<file path="config.mk">
export PLATFORM = sky130hd
export DESIGN_NAME = param_loader
export DESIGN_NICKNAME = d
export VERILOG_FILES = /design/src/rtl/param_loader_pkg.sv /design/src/rtl/param_loader.sv
export SDC_FILE = /design/constraint.sdc
export NUM_CORES = 1
export LEC_CHECK = 0
export ABC_CLOCK_PERIOD_IN_PS = 3650
export BUFFER_PORTS_ARGS = -buffer_cell sky130_fd_sc_hd__buf_2
export CAP_MARGIN = 20
export CORE_MARGIN = 2
export CORE_UTILIZATION = 40
export DETAILED_ROUTE_END_ITERATION = 6
export GPL_TIMING_DRIVEN = 1
export PLACE_DENSITY = 0.6
export SLEW_MARGIN = 15
export SYNTH_ARGS = -nofsm -noshare
export SYNTH_HDL_FRONTEND = slang
export SYNTH_SLANG_ARGS = --single-unit
export TNS_END_PERCENT = 10
</file>
<file path="constraint.sdc">
create_clock -name clk -period 3.65 [get_ports clk]
set_input_delay 0.5475 -clock clk [delete_from_list [all_inputs] [get_ports clk]]
set_output_delay 0.5475 -clock clk [all_outputs]
set_load 0.01 [all_outputs]
</file>
<file path="src/rtl/param_loader_pkg.sv">
// Shared types for the parameter loader: storage geometry, address/count/word types and FSM states.
package param_loader_pkg;

    localparam int CIM_PARAMS_STORAGE_SIZE_NUM_ELEM = 31648;
    localparam int N_STO_PARAMS                     = 9;
    localparam int PARAM_ADDR_W  = $clog2(CIM_PARAMS_STORAGE_SIZE_NUM_ELEM);
    localparam int PARAM_COUNT_W = $clog2(CIM_PARAMS_STORAGE_SIZE_NUM_ELEM + 1);

    typedef logic [PARAM_ADDR_W-1:0]  ParamAddr_t;
    typedef logic [N_STO_PARAMS-1:0]  Param_t;
    typedef logic [PARAM_COUNT_W-1:0] ParamCount_t;

    typedef enum logic [1:0] {
        IDLE,
        CHECK,
        STREAM,
        DONE
    } LoaderState_t;

    // 17 bits so base+num can exceed the 15-bit address space without wrapping.
    function automatic logic range_exceeded(input ParamAddr_t base, input ParamCount_t num,
                                            input int depth);
        logic [16:0] sum;
        logic [16:0] lim;
        sum = {2'b00, base} + {2'b00, num};
        lim = depth[16:0];
        return sum > lim;
    endfunction

endpackage

</file>
<file path="src/rtl/param_loader.sv">
// Streams parameter words from the load interface into the parameter storage write port,
// one word per cycle through a one-entry buffer that holds while storage withholds the grant.
//
// state  | meaning
// IDLE   | waiting for start
// CHECK  | range / zero-length check of the latched request
// STREAM | accepting words and writing them to consecutive addresses
// DONE   | one-cycle completion pulse (with err_range if the check failed)
module param_loader
    import param_loader_pkg::*;
#(
    parameter int MEM_DEPTH = CIM_PARAMS_STORAGE_SIZE_NUM_ELEM,
    parameter int DATA_W    = N_STO_PARAMS
) (
    input  logic              clk,
    input  logic              rst_n,
    input  logic              start,
    input  logic              abort,
    input  ParamAddr_t        base_addr,
    input  ParamCount_t       num_words,
    input  logic [DATA_W-1:0] s_data,
    input  logic              s_valid,
    output logic              s_ready,
    output logic              mem_wr_en,
    output ParamAddr_t        mem_wr_addr,
    output logic [DATA_W-1:0] mem_wr_data,
    input  logic              mem_wr_gnt,
    output logic              busy,
    output logic              done,
    output logic              err_range
);

    LoaderState_t      state;
    ParamCount_t       num_q;
    ParamAddr_t        wr_addr;
    ParamCount_t       accepted_cnt;
    ParamCount_t       written_cnt;
    logic              buf_valid;
    logic [DATA_W-1:0] buf_data;

    logic wr_fire;
    logic rd_fire;
    logic last_write;

    assign wr_fire    = buf_valid && mem_wr_gnt;
    assign s_ready    = (state == STREAM) && (accepted_cnt < num_q) && (!buf_valid || mem_wr_gnt);
    assign rd_fire    = s_valid && s_ready;
    assign last_write = wr_fire && (written_cnt == num_q - 1'b1);

    assign mem_wr_en   = buf_valid;
    assign mem_wr_addr = wr_addr;
    assign mem_wr_data = buf_data;
    assign busy        = (state != IDLE);

    always_ff @(posedge clk) begin
        if (!rst_n) begin
            state        <= IDLE;
            num_q        <= '0;
            wr_addr      <= '0;
            accepted_cnt <= '0;
            written_cnt  <= '0;
            buf_valid    <= 1'b0;
            buf_data     <= '0;
            done         <= 1'b0;
            err_range    <= 1'b0;
        end else begin
            done      <= 1'b0;
            err_range <= 1'b0;
            case (state)
                IDLE: begin
                    if (start && !abort) begin
                        num_q        <= num_words;
                        wr_addr      <= base_addr;
                        accepted_cnt <= '0;
                        written_cnt  <= '0;
                        state        <= CHECK;
                    end
                end
                CHECK: begin
                    if (abort) begin
                        state <= IDLE;
                    end else if (range_exceeded(wr_addr, num_q, MEM_DEPTH)) begin
                        state     <= DONE;
                        done      <= 1'b1;
                        err_range <= 1'b1;
                    end else if (num_q == '0) begin
                        state <= DONE;
                        done  <= 1'b1;
                    end else begin
                        state <= STREAM;
                    end
                end
                STREAM: begin
                    if (abort) begin
                        state     <= IDLE;
                        buf_valid <= 1'b0;
                    end else begin
                        // Accept and consume in the same cycle reloads the buffer with no bubble.
                        if (rd_fire) begin
                            buf_valid    <= 1'b1;
                            buf_data     <= s_data;
                            accepted_cnt <= accepted_cnt + 1'b1;
                        end else if (wr_fire) begin
                            buf_valid <= 1'b0;
                        end
                        if (wr_fire) begin
                            wr_addr     <= wr_addr + 1'b1;
                            written_cnt <= written_cnt + 1'b1;
                        end
                        if (last_write) begin
                            state <= DONE;
                            done  <= 1'b1;
                        end
                    end
                end
                DONE: begin
                    state <= IDLE;
                end
                default: begin
                    state     <= IDLE;
                    buf_valid <= 1'b0;
                end
            endcase
        end
    end

endmodule
</file>
; ---- Word level (Yosys, flattened, before mapping)
; Index checks and enable logic that the tools add are counted.
[classes]
addsub = 5
n_lt_le_gt_ge = 2
eq_ne = 9
mux = 28
n_bitwise = 3
n_reduce_logical = 21
[op_table]
columns = cell, count
row1 = two-way mux 15 bit, 8
row2 = one-hot mux 15 bit (2 select lines), 3
row3 = "adder 15 x 1 -> 15 bit, second input constant", 3
row4 = adder 15 x 15 -> 16 bit, 1
row5 = "> comparator 16 x 15 -> 1 bit, second input constant", 1
row6 = == test 15 bit, 1
row7 = zero test 15 bit, 1
row8 = < comparator 15 bit, 1
row9 = "subtractor 15 x 1 -> 15 bit, second input constant", 1
row10 = two-way mux 1 bit, 11
row11 = two-way mux 2 bit, 4
row12 = "!= test 2 bit, second input constant", 4
row13 = one-hot mux 2 bit (4 select lines), 1
row14 = AND reduction 4 bit, 2
row15 = logical AND 1 bit, 6
row16 = AND reduction 2 bit, 3
row17 = "== test 2 bit, second input constant", 2
row18 = nonzero test 2 bit, 2
row19 = "!= test 3 bit, second input constant", 1
row20 = inverter 1 bit, 3
row21 = AND reduction 3 bit, 1
row22 = nonzero test 3 bit, 1
row23 = OR reduction 3 bit, 1
row24 = "== test 2 x 1 -> 1 bit, second input constant", 1
row25 = other kinds (4), 5
[word_totals]
register_bits = 74
in_bits = 45
output_inout_bits = 29
word_cells = 77

; ---- Logic depth before layout (Yosys ltp)
[logic_depth]
ltp_word = 7
mapped_depth = 11
ltp_nobuf = 10

; ---- Worst setup path before layout
; Ideal clock, no wire load.
[synth_timing]
kind = register -> register
from = register num_q[1]
to = register state[1]
setup_ns = 0.086
arrival_ns = 2.643
required_time_ns = 3.564
setup_slack_ns = 0.921
path_stages_with_launch = 11
path_buffers = 0
period_less_slack_ns = 2.729
path_cell_list = dfxtp_1 inv_1 ha_1 nor4b_2 nand4_1 xnor2_1 a2111oi_4 nor4b_4 a21oi_1 a311o_1 a221oi_2
[synth_via]
elab_chain_cells = 5
[synth_lines]
columns = element, line_no
row1 = from (decl), param_loader.sv:34  ; ParamCount_t num_q;
row2 = from (signal assigned), param_loader.sv:72  ; num_q <= num_words;
row3 = subtractor 15 x 1 -> 15 bit, param_loader.sv:48  ; assign last_write = wr_fire && (written_cnt == num_q - 1'b1);
row4 = == test 15 bit, param_loader.sv:48
row5 = logical AND 1 bit, param_loader.sv:48
row6 = != test 3 bit (no line), --
row7 = AND reduction 2 bit (no line), --
row8 = to (signal assigned), param_loader.sv:57  ; state <= IDLE;
row9 = to (signal assigned), param_loader.sv:76  ; state <= CHECK;
row10 = to (signal assigned), param_loader.sv:81  ; state <= IDLE;
row11 = to (decl), param_loader.sv:33  ; LoaderState_t state;
; Every way passes these cells.
; A chain may end at the register's enable or synchronous reset.

; ---- Worst setup path in the final report
; Ends and elaborated chain as after synthesis.

==> out/qor.csv <==
metric,value,unit
yosysTopAreaCell,dfxtp_1,
cts-resized-gates,0,
synth.distinct_cells,65,
antenna_found_initial,0,
critPathLaunchType,register,
grt-ovfl-total,0,
synth_top_area_share,29.1,%
clock_latency,0.35,ns
gp_congestion,0.906,
io_buffers,73,
critical_path_required,3.92,ns
async_reset_ff_share,0,%
fill_cells,1281,
ys_seq_elements,74,
swShare,31.3,%
post-route-min-period,3.19,ns
switching_power,0.753,mW
die_area,13600,um^2
slew_violations,0,
place_hpwl,11300,um
skew,0.00752,ns
fin_cells,886,
irDropWorstVdd,0.000336,V
post-cts-setup-buffers,0,
setup_slack,0.461,ns
path_max_fanout,7,
grt_first_pass_wirelength,23900,um
timing.fmax,314,MHz
ys_warn_count,0,
relSlewSlack,44.8,%
grt_pass1_vias,4629,
drc,0,
rsz0062_at_grt,false,
routed_wl,14800,um
hold_class,in -> reg,
ys_seq_area_share,29.1,%
crit_path_end_kind,register,
ant_nets,0,
drtIter0Drc,270,
clock_path_buffers,2,
tns,0,ns
syn_area_per_cell,7.88,um^2
fin_area,5940,um^2
start_util,40.7,%
clkSinkCount,74,
hp-start,s_data[3],
hold_viol,0,
postPlaceCellArea,5620,um^2
crit_arrival,3.46,ns
hold_end,mem_wr_data[3],
sequentialPowerShare,38.0,%
comb_power_share,21.7,%
drtPass1Iterations,4,
cts_buffers,9,
grt_usage,22.8,%
power,2.40,mW
pre_cts_slack,0.474,ns
worst_pin_slew,0.822,ns
coreArea,12500,um^2
p_leak,2.39,nW
area_growth_syn_to_layout,16.7,%
power_density,404,nW/um^2
cts_root_buf,clkbuf_16,
syn_inst,646,
cts_hold_buf,0,
place_inst,870,
finalSetupViolCount,0,
post_drt_via_cell_ratio,5.56,
htree_levels,3,
status,finished clean,
path_clk_slew,0.06,ns
ioPinCount,74,
internal-power,1.65,mW
fin_crit_sh,87.4,%
rows,41,
wl_per_cell,16.7,um
worstReg2RegEnd,state[1],
fin_nets,791,
max_cap_violations,0,
pwr-share-clk,40.3,%
hold_depth,3,
synth_top_cells_by_area,"dfxtp_1 (29%), ha_1 (8.9%), a21oi_1 (6.9%)",
r2r_start,num_q[1],
syn-num-nets,728,
syn_area,5090,um^2
cts_tree,built,
die_w,117,um
n_antenna_cell,0,
synth_ff_type,dfxtp_1,
grt_max_degree,34,
r2r_cells,10,
rrSetupSlack,0.46,ns
die_h,117,um
synth-edff-count,0,
via_count,4929,
drive_gt1_share,15.5,%
path_class,reg -> reg,
## power groups by stage
stage / clock network [mW] / registers, mW / logic [mW]
2_1_floorplan: 0 / 0.910 / 0.365
3_3_place_gp: 0 / 0.928 / 0.510
3_5_place_dp: 0 / 0.929 / 0.516
4_1_cts: 0.993 / 0.912 / 0.520
5_1_grt: 1.02 / 0.919 / 0.578
6_report: 0.969 / 0.912 / 0.521
## registers in the layout (all words and copies together), names as in the netlist
signal        count
err_range         1
mem_wr_en         1
num_q            15
state             2
mem_wr_data       9
done              1
written_cnt      15
accepted_cnt     15
mem_wr_addr      15
## cell families (layout without fill, tap and decap cells)
logic type                 count (synthesis)  in the layout  synth area share, %
AOI/OAI and AO/OA                        185            185                 23.1
xor gates and xnor gates                  48             48                 8.26
adders and majority gates                 37             37                 9.25
buffers and inverters                     66            134                 5.02
DFF                                       74             74                 29.1
muxes                                     15             15                 2.98
and+or+nand+nor                          221            221                 22.3
## worst max path at each step
stage	from	to	slack, ns	cells after the start
final	num_q[1]	state[1]	0.46	10
after global routing	num_q[1]	state[1]	0.15	10
after CTS	num_q[1]	state[1]	0.47	10
after detailed placement	num_q[1]	state[1]	0.47	10
after global placement	num_q[1]	state[1]	0.55	10
after floorplan	num_q[1]	state[1]	0.92	10
## per-layer routing
layer	up-vias	GRT usage, %	routed length, um
met1	2314	31.5	6990
met5	-	0	0
met4	0	5.65	190
met2	128	36.4	6790
li1	2473	-	-
met3	14	5.20	801
## layout by cell type (no fill, tap or decap), drive strengths merged, types with 3 or more instances in the layout
cell type / Yosys / final
ha: 36 / 36
xor2: 30 / 30
xnor2: 18 / 18
nand4: 17 / 17
nand3: 20 / 20
inv: 36 / 37
a31oi: 3 / 3
a21boi: 4 / 4
a2111oi: 4 / 4
clkinv: 1 / 3
nor2b: 4 / 4
and4: 3 / 3
a21oi: 70 / 70
o22ai: 9 / 9
and3: 12 / 12
o31ai: 3 / 3
o21ai: 37 / 37
o2bb2ai: 3 / 3
nor2: 59 / 59
and2: 7 / 7
a21o: 6 / 6
mux2i: 14 / 14
o211ai: 7 / 7
nor3: 16 / 16
or3: 5 / 5
nor4b: 4 / 4
a211oi: 13 / 13
clkbuf: 28 / 10
buf: 1 / 81
nand2: 63 / 63
o2111ai: 4 / 4
a221oi: 4 / 4
dfxtp: 74 / 74
## layout make-up
cell class,count,area [um^2],area share (%)
Clock buffer,10,229,3.85
Clock inverter,6,90.1,1.52
Inverter,37,139,2.34
Multi-Input combinational cell,506,3360,56.6
Sequential cell,74,1480,24.9
Tap cell,172,215,3.62
Timing Repair Buffer,81,425,7.16
## metrics by stage
| step | util [%] | hold slack [ns] |
|---|---|---|
| 2_1_floorplan | - | 0.462 |
| 3_3_place_gp | 44.9 | 0.470 |
| 3_5_place_dp | 44.9 | 0.478 |
| 4_1_cts | 47.5 | 0.423 |
| 5_1_grt | 47.5 | 0.446 |
| 6_report | 47.5 | 0.439 |
## synth_stat cells (all sizes together), types with 5 or more instances
cell    number
nor3        16
a21o         6
dfxtp       74
a21oi       70
a211oi      13
xor2        30
o21ai       37
o211ai       7
nand2       63
and2         7
clkbuf      28
nand3       20
mux2i       14
nor2        59
inv         36
o22ai        9
nand4       17
and3        12
xnor2       18
or3          5
ha          36
## critical path, cell delays in order, from the launching register on
cell and delay, ns:
dfxtp_1 0.37, inv_1 0.10, ha_1 0.24, nor4b_2 0.57, nand4_1 0.26, xnor2_1 0.24, a2111oi_4 0.32, nor4b_4 0.31
a21oi_1 0.11, a311o_1 0.35, a221oi_2 0.23
Power figures use the tool's default switching activity.
